<file path="src/rtl/osd_vram_arb.sv">
// OSD VRAM write-port arbiter: host writes vs. a whole-VRAM fill engine, round robin per write slot.
// Latency: a grant in cycle t gives registered VRAM_WE_o (plus CPU_ACK_o or CLR_DONE_o) at t+1.
// Backpressure: requesters wait indefinitely outside write slots; the host holds CPU_REQ_i until CPU_ACK_o.
module osd_vram_arb #(
    parameter int C_VRAM_WORDS = 1024,
    parameter bit C_WAIT_BLANK = 1'b1
) (
    input  logic       CK_i,
    input  logic       XSYS_R_i,
    input  logic       BLANK_i,
    input  logic       CPU_REQ_i,
    input  logic [9:0] CPU_WAs_i,
    input  logic [7:0] CPU_WDs_i,
    output logic       CPU_ACK_o,
    input  logic       CLR_START_i,
    input  logic [7:0] CLR_CODEs_i,
    output logic       CLR_BUSY_o,
    output logic       CLR_DONE_o,
    output logic [9:0] VRAM_WAs_o,
    output logic [7:0] VRAM_WDs_o,
    output logic       VRAM_WE_o
);

    typedef enum logic {S_IDLE, S_FILL} state_t;

    localparam logic [9:0] LAST_ADDR = 10'(C_VRAM_WORDS - 1);

    state_t     state, state_nxt;
    logic [9:0] cnt, cnt_nxt;
    logic [7:0] code, code_nxt;
    logic       last_cpu;
    logic       slot, cpu_pend, fill_pend;
    logic       grant_cpu, grant_fill, fill_last;

    // The ACK cycle masks the still-high request so one request gives exactly one write.
    always_comb begin
        slot       = (C_WAIT_BLANK == 1'b0) || BLANK_i;
        cpu_pend   = CPU_REQ_i && !CPU_ACK_o;
        fill_pend  = (state == S_FILL);
        grant_cpu  = slot && cpu_pend && (!fill_pend || !last_cpu);
        grant_fill = slot && fill_pend && !grant_cpu;
        fill_last  = grant_fill && (cnt == LAST_ADDR);
    end

    always_comb begin
        state_nxt = state;
        cnt_nxt   = cnt;
        code_nxt  = code;
        case (state)
            S_IDLE: begin
                if (CLR_START_i) begin
                    state_nxt = S_FILL;
                    cnt_nxt   = '0;
                    code_nxt  = CLR_CODEs_i;
                end
            end
            S_FILL: begin
                if (grant_fill) begin
                    cnt_nxt = cnt + 10'd1;
                    if (fill_last) begin
                        state_nxt = S_IDLE;
                    end
                end
            end
            default: state_nxt = S_IDLE;
        endcase
    end

    always_ff @(posedge CK_i) begin
        if (!XSYS_R_i) begin
            state      <= S_IDLE;
            cnt        <= '0;
            code       <= '0;
            last_cpu   <= 1'b0;
            VRAM_WE_o  <= 1'b0;
            VRAM_WAs_o <= '0;
            VRAM_WDs_o <= '0;
            CPU_ACK_o  <= 1'b0;
            CLR_DONE_o <= 1'b0;
        end else begin
            state      <= state_nxt;
            cnt        <= cnt_nxt;
            code       <= code_nxt;
            VRAM_WE_o  <= grant_cpu || grant_fill;
            CPU_ACK_o  <= grant_cpu;
            CLR_DONE_o <= fill_last;
            if (grant_cpu || grant_fill) begin
                last_cpu <= grant_cpu;
            end
            if (grant_cpu) begin
                VRAM_WAs_o <= CPU_WAs_i;
                VRAM_WDs_o <= CPU_WDs_i;
            end else if (grant_fill) begin
                VRAM_WAs_o <= cnt;
                VRAM_WDs_o <= code;
            end
        end
    end

    assign CLR_BUSY_o = (state == S_FILL);

endmodule
</file>
<file path="config.mk">
export PLATFORM = sky130hd
export DESIGN_NAME = osd_vram_arb
export DESIGN_NICKNAME = d
export VERILOG_FILES = /design/src/rtl/osd_vram_arb.sv
export SDC_FILE = /design/constraint.sdc
export NUM_CORES = 1
export LEC_CHECK = 0
export CORE_MARGIN = 3
export CORE_UTILIZATION = 46
export CTS_CLUSTER_SIZE = 14
export DETAILED_ROUTE_END_ITERATION = 7
export PLACE_DENSITY = 0.79
export SLEW_MARGIN = 20
export SYNTH_ARGS = -nofsm -noshare
export SYNTH_HDL_FRONTEND = slang
export SYNTH_SLANG_ARGS = --single-unit
</file>
<file path="constraint.sdc">
create_clock -name CK_i -period 1.5 [get_ports CK_i]
set_input_delay 0.45 -clock CK_i [delete_from_list [all_inputs] [get_ports CK_i]]
set_output_delay 0.45 -clock CK_i [all_outputs]
set_load 0.1 [all_outputs]
</file>
==> results of run 1 <==
[power groups by stage]
stage / logic [W] / registers [W] / clock network (W)
after floorplan: 0.000158 / 0.00148 / 0
after global placement: 0.000735 / 0.00122 / 0
after detailed placement: 0.000744 / 0.00123 / 0
after CTS: 0.000747 / 0.00120 / 0.000869
after global routing: 0.000787 / 0.00121 / 0.000917
final: 0.000751 / 0.00120 / 0.000853
[critical path: cells and delay by family]
family          cells  cell delay, ns
compound gates      1            0.11
buf+inv             1            0.35
mux                 1            0.15
simple gates        2            0.59
[routing by layer]
layer	wire length [um]	part of all wire, %	GRT usage, %
met1	2117	43	28.72
met2	2342	48	39.13
met3	338	6.9	5.657
met4	70	1.4	9.367
met5	0	0	0
[final timing paths]
| check | end | slack [ns] | depth (start not counted) |
|---|---|---|---|
| max | cnt[8]$_SDFFE_PN0P_ | 0.08 | 5 |
| min | code[7]$_SDFFE_PN0P_ | 0.46 | 2 |
| max reg2reg | cnt[8]$_SDFFE_PN0P_ | 0.11 | 4 |
| min reg2reg | code[7]$_SDFFE_PN0P_ | 0.46 | 2 |
[area by class of cell]
cell class                 instances  area, um2  share of cell area [%]
clock buffer                       8      111.4                   3.989
timing repair buffer              70      902.1                   32.32
multi-input combinational        155      888.4                   31.82
sequential                        41      828.3                   29.67
inverter                           1      3.754                  0.1345
tap                               46      57.56                   2.062
[flip-flops by register name, indices dropped and copies added (netlist names)]
name and cells:
VRAM_WAs_o 10, cnt 10, VRAM_WDs_o 8, code 8, CLR_BUSY_o 1, CLR_DONE_o 1, CPU_ACK_o 1, VRAM_WE_o 1
last_cpu 1
[through the flow]
step	cell area (um2)	hold WS (ns)
2_1_floorplan	1779	0.4366
3_3_place_gp	2650	0.4418
3_5_place_dp	2650	0.4482
4_1_cts	2771	0.4589
5_1_grt	2791	0.4902
6_report	2791	0.4597
[cell families (layout without fill, tap and decap cells)]
kind of cell | Yosys count | count (layout) | synth area share (%)
AO/OA/AOI/OAI | 37 | 37 | 14.91
XOR/XNOR | 5 | 5 | 2.496
adder cells (fa/ha/maj) | 1 | 1 | 0.7132
buffers and inverters | 17 | 79 | 4.065
flip-flops | 41 | 41 | 46.79
multiplexers | 2 | 2 | 1.141
AND/OR/NAND/NOR | 110 | 110 | 29.89
[timing repair]
item / 4_1_cts / 5_1_grt
setup endpoints to repair: 30 / 5
gates resized for setup: 6 / 2
pin swaps: 1 / 1
buffers inserted: 0 / 2
[cells in the final DEF (no fill, tap or decap), drive strengths merged]
master / netlist / layout
clkdlybuf4s15: 0 / 1
xor2: 1 / 1
clkbuf: 11 / 8
nor2: 28 / 28
a31oi: 1 / 1
ha: 1 / 1
nand3: 23 / 23
nand2b: 1 / 1
or3: 1 / 1
nor2b: 1 / 1
nand4: 2 / 2
and2: 1 / 1
or2: 2 / 2
dlygate4sd2: 0 / 2
nor4: 1 / 1
nor4b: 2 / 2
dfxtp: 41 / 41
o21ai: 2 / 2
mux2i: 2 / 2
a311oi: 18 / 18
clkdlybuf4s50: 0 / 27
a31o: 2 / 2
nand4b: 1 / 1
nor3: 1 / 1
and3: 1 / 1
nor4bb: 1 / 1
inv: 1 / 1
buf: 5 / 40
a21oi: 14 / 14
and4: 2 / 2
nand2: 41 / 41
xnor2: 4 / 4
or3b: 1 / 1
==> flow_summary.toml, run 1 <==
[synth]
sequential_area_share_after_synthesis_pct = 46.79
netlist.area_leader.share_pct = 46.79
yosys_warnings = 0
netlist_instances = 213
yosys_register_bits = 41
synth-main-ff-cell = "dfxtp_1"
synth-async-reset-ratio_pct = 0
netlist_top_cells_count = "41 x dfxtp_1, 41 x nand2_1, 28 x nor2_1, 23 x nand3_1, 18 x a311oi_1"
synthesized_nets = 245
synth_edf_count = 0
postSynthAreaPerCell_um2 = 8.236
yosysTopAreaCell = "dfxtp_1"
mappedNetlistArea_um2 = 1754
netlist-cell-type-count = 33
synth.top_cells.by_area = "dfxtp_1 47%, a311oi_1 9.0%, nand2_1 8.8%, nand3_1 6.6%, nor2_1 6.0%"

[clock_tree]
tritoncts = "built"
clk_root_buffer_cell = "clkbuf_8"
cts_h_tree_lvls = 2
tritoncts.num_buffers = 5
cts-hold-fix-buffers = 0
insertion_delay_ns = 0.29
clk_path_buf_depth = 2
path_clk_slew_ns = 0.08
cts_num_sinks = 41

[routing]
num_vias = 1745
final_routed_drc_violation_total = 0
route.detailed.wl_per_inst_um = 15.17
totalWireLength_um = 4868
drtAntennaViolNets = 0
vias_per_cell = 5.436
drt_first_pass_iters = 4
detail_route.iter0.violations = 99

[die]
die_w_um = 67.76
start_util_pct = 50.20
rows = 21
design.core.area_um2 = 3495
floorplan.die.height_um = 67.76
die_area_um2 = 4591
pin_count = 53

[power]
power.combinational.fraction_pct = 26.8
p_sw_w = 0.0008823
power.leakage_nw = 1.044
netSwitchingFraction_pct = 31.45
intPower_w = 0.001923
seqPwrFrac_pct = 42.8
cellPowerDensity_nw_per_um2 = 1005
clock_power_share_pct = 30.4
finalPower_w = 0.002805
worst_ir_drop_vdd_mv = 0.6811

[setup_path]
critical_path.startpoint = "BLANK_i"
setup.worst_path.class = "input port to flop"
worstReg2RegStart = "CLR_BUSY_o$_SDFF_PN0_"
timing.critical_path.fanout_max = 7
worst_endpoint_required_time_ns = 1.73
cp_cell_sequence = "clkdlybuf4s15_1 -> mux2i_4 -> or2_1 -> or3_1 -> a21oi_1"
timing.critical_path.slowest_cell_delay_ns = 0.35
critPathSlowestCell = "clkdlybuf4s15_1"
cp_data_arrival_time_ns = 1.65
critPathCaptureType = "flop"
critPathLaunchType = "input port"

[finish]
layout-drive-gt1-share_pct = 20.73
post_route_core_utilization_pct = 79.88
fillers = 247
n_antenna_cell = 0
layout_net_count = 306
flow.area_growth_from_synthesis_pct = 59.13
final-instance-count-excl-fill = 321

[global_routing]
grt_pass1_wl_um = 7976
first_global_vias = 1696
grt_remaining_overflow = 0
overall_routing_resource_usage_pct = 23.42
antenna_violations_before_repair = 0
grt_start_max_net_pins = 32

[flow_run]
cap_violations = 0

[timing]
layout_worst_path_cycle_share_pct = 94.38
finClkSkew_ns = 0.003647
max_slew_margin_pct = 73.69
finalSetupTns_ns = 0
number_of_hold_slack_violations_in_the_final_timing_report = 0
maxSlewViolCount = 0
finalSetupViolations = 0
achievable-frequency_ghz = 0.7064
rsz_0062_raised_after_global_routing = "false"
setup_slack_ns = 0.08437
worst_pin_slew_ns = 0.3940
period_minus_slack_ns = 1.416

[worst_hold_path]
min_path_type = "flop to flop"
worstHoldStart = "code[7]$_SDFFE_PN0P_"

[placement]
port_buffers = 52
placedCellCount = 311
dp_hpwl_um = 3572
finalWeightedCongestion = 0.8525
place_ws_ns = -0.4939

[run_status]
status = "finished, final reports clean"
(Power assumes the default switching activity.)
==> run 2, diff against run 1 <==
Settings changed: ABC_AREA from default to 0, CORE_UTILIZATION 46 to 55, DONT_BUFFER_PORTS from default to 1, PLACE_DENSITY 0.79 to 0.7.
==> flow_summary.toml, run 2 (synthesized netlist as in run 1, its figures left out) <==
[worst_hold_path]
hold-path-endpoint = "code[1]$_SDFFE_PN0P_"
min_path_type = "input port to flop"
worstHoldStart = "CLR_CODEs_i[1]"
worst_hold_path.num_cells = 2

[global_routing]
grt_remaining_overflow = 0
grt_pass1_wl_um = 7562
top_usage_layer = "met2"
overall_routing_resource_usage_pct = 24.04
globalRouteMet3Util_pct = 9.892
global_route.usage.met2_pct = 38.22
met1_usage_pct = 28.94
grt_start_max_net_pins = 32
antenna_violations_before_repair = 0
first_global_vias = 1600

[setup_path]
worstReg2RegStart = "CLR_BUSY_o$_SDFF_PN0_"
timing.critical_path.slowest_cell_delay_ns = 0.41
regToRegSetupSlack_ns = 0.01
critical_path_buf_inv_count = 1
critPathLaunchType = "flop"
setup.worst_path.class = "flop to flop"
worst_endpoint_required_time_ns = 1.79
timing.critical_path.fanout_max = 8
critPathSlowestCell = "dfxtp_4"
critPathCaptureType = "flop"
timing.critical_path.max_delay_family = "simple AND/OR/NAND/NOR gates"
crit-reg2reg-capture = "cnt[8]$_SDFFE_PN0P_"
r2r.worst_path.cells = 5
cp_cell_sequence = "buf_12 -> nor4bb_4 -> or2_1 -> or3_1 -> a21oi_1"
cp_data_arrival_time_ns = 1.77

[routing]
drtAntennaViolNets = 0
final_routed_drc_violation_total = 0
drt_first_pass_iters = 4
totalWireLength_um = 4532
detail_route.iter0.violations = 82
num_vias = 1650
vias_per_cell = 5.851
route.detailed.wl_per_inst_um = 16.07

[timing]
finClkSkew_ns = 0.01146
setup_slack_ns = 0.01488
max_slew_margin_pct = 65.77
period_minus_slack_ns = 1.485
rsz_0062_raised_after_global_routing = "true"
number_of_hold_slack_violations_in_the_final_timing_report = 0
finalSetupViolations = 0
maxSlewViolCount = 0
worst_pin_slew_ns = 0.5124
achievable-frequency_ghz = 0.6733
layout_worst_path_cycle_share_pct = 99.01

[clock_tree]
clk_root_buffer_cell = "clkbuf_4"
path_clk_slew_ns = 0.13
insertion_delay_ns = 0.36
cts_h_tree_lvls = 2
tritoncts.num_buffers = 5
tritoncts = "built"
cts-hold-fix-buffers = 0
cts_num_sinks = 41
clk_path_buf_depth = 2

[power]
power.leakage_nw = 0.8271
cellPowerDensity_nw_per_um2 = 1085
worst_ir_drop_vdd_mv = 0.6949
finalPower_w = 0.002389

[finish]
final_common_cell = "nand2_1"
flow.area_growth_from_synthesis_pct = 25.53
layout-drive-gt1-share_pct = 24.17
layout_net_count = 271
final-instance-count-excl-fill = 282
fillers = 231
n_antenna_cell = 0
highest_count_cells_in_the_layout_ignoring_fill_and_taps = "41 x nand2_1, 37 x dfxtp_1, 28 x nor2_1"
biggestRegsByFlops = "VRAM_WAs_o (10), cnt (10)"

[placement]
finalWeightedCongestion = 0.9015
dp_hpwl_um = 3136
placedCellCount = 271
port_buffers = 0
place_ws_ns = 0.02614

[die]
floorplan.die.height_um = 62.48
pin_count = 53
start_util_pct = 60.48
rows = 19
die_area_um2 = 3903
design.core.area_um2 = 2900
die_w_um = 62.48

[run_status]
status = "finished, final reports clean"

[flow_run]
cap_violations = 0
[run 2: changes by cell type in the layout (fill, tap and decap cells not counted), sizes merged]
cell	previous run	this run
clkdlybuf4s50	27	0
clkbuf	8	7
clkinv	0	1
clkdlybuf4s15	1	0
dlygate4sd2	2	0
buf	40	35
[run 2: area by class of cell]
class	instances	area, um2	area share (%)
multi-input combinational	155	914.6	41.53
clock buffer	7	66.31	3.011
clock inverter	1	5.005	0.2273
timing repair buffer	35	329.1	14.94
tap	42	52.55	2.386
sequential	41	830.8	37.73
inverter	1	3.754	0.1705
[run 2: report_power, final]
part | switching, W | leakage [nW] | total (W) | internal, W
clock network | 0.000356 | 0.0404 | 0.000639 | 0.000283
registers | 0.0000342 | 0.338 | 0.00118 | 0.00114
logic | 0.000424 | 0.449 | 0.000574 | 0.000150
[run 2: repair_timing]
item,4_1_cts,5_1_grt
endpoints found under the setup margin,2,24
setup buffers,2,1
resized for setup,6,18
pin swaps,0,1
[run 2: worst max-delay path by stage]
stage / startpoint / end / cells after the start
4_1_cts: CLR_BUSY_o$_SDFF_PN0_ / CLR_BUSY_o / 1
2_1_floorplan: CLR_BUSY_o$_SDFF_PN0_ / cnt[8]$_SDFFE_PN0P_ / 5
3_5_place_dp: cnt[0]$_SDFFE_PN0P_ / cnt[6]$_SDFFE_PN0P_ / 5
6_report: CLR_BUSY_o$_SDFF_PN0_ / cnt[8]$_SDFFE_PN0P_ / 5
5_1_grt: CLR_BUSY_o$_SDFF_PN0_ / VRAM_WAs_o[3]$_SDFFE_PN0P_ / 6
3_3_place_gp: CPU_REQ_i / cnt[1]$_SDFFE_PN0P_ / 4
[run 2: stage by stage]
stage	util, %	hold slack, ns	setup TNS (ns)	area, um2
2_1_floorplan	-	0.4366	-0.003575	1779
3_3_place_gp	68.94	0.4436	0	1999
3_5_place_dp	68.94	0.4467	0	1999
4_1_cts	73.43	0.1870	0	2130
5_1_grt	75.93	0.1815	-0.2838	2202
6_report	75.93	0.2119	0	2202
[run 2: worst reg2reg max path: stages (launching register included)]
cell	delay [ns]
dfxtp_4	0.41
buf_12	0.14
nor4bb_4	0.17
or2_1	0.26
or3_1	0.32
a21oi_1	0.12
[run 2: routing by layer]
| metal | wire length [um] | share of wire (%) |
|---|---|---|
| met2 | 2172 | 48 |
| met1 | 1907 | 42 |
| met4 | 57 | 1.3 |
| met5 | 0 | 0 |
| met3 | 394 | 8.7 |
==> run 3, diff against run 2 <==
Settings changed: SLEW_MARGIN 20 to 25.
==> results of run 3 <==
Final layout, timing and power as in run 2 (identical DEF).
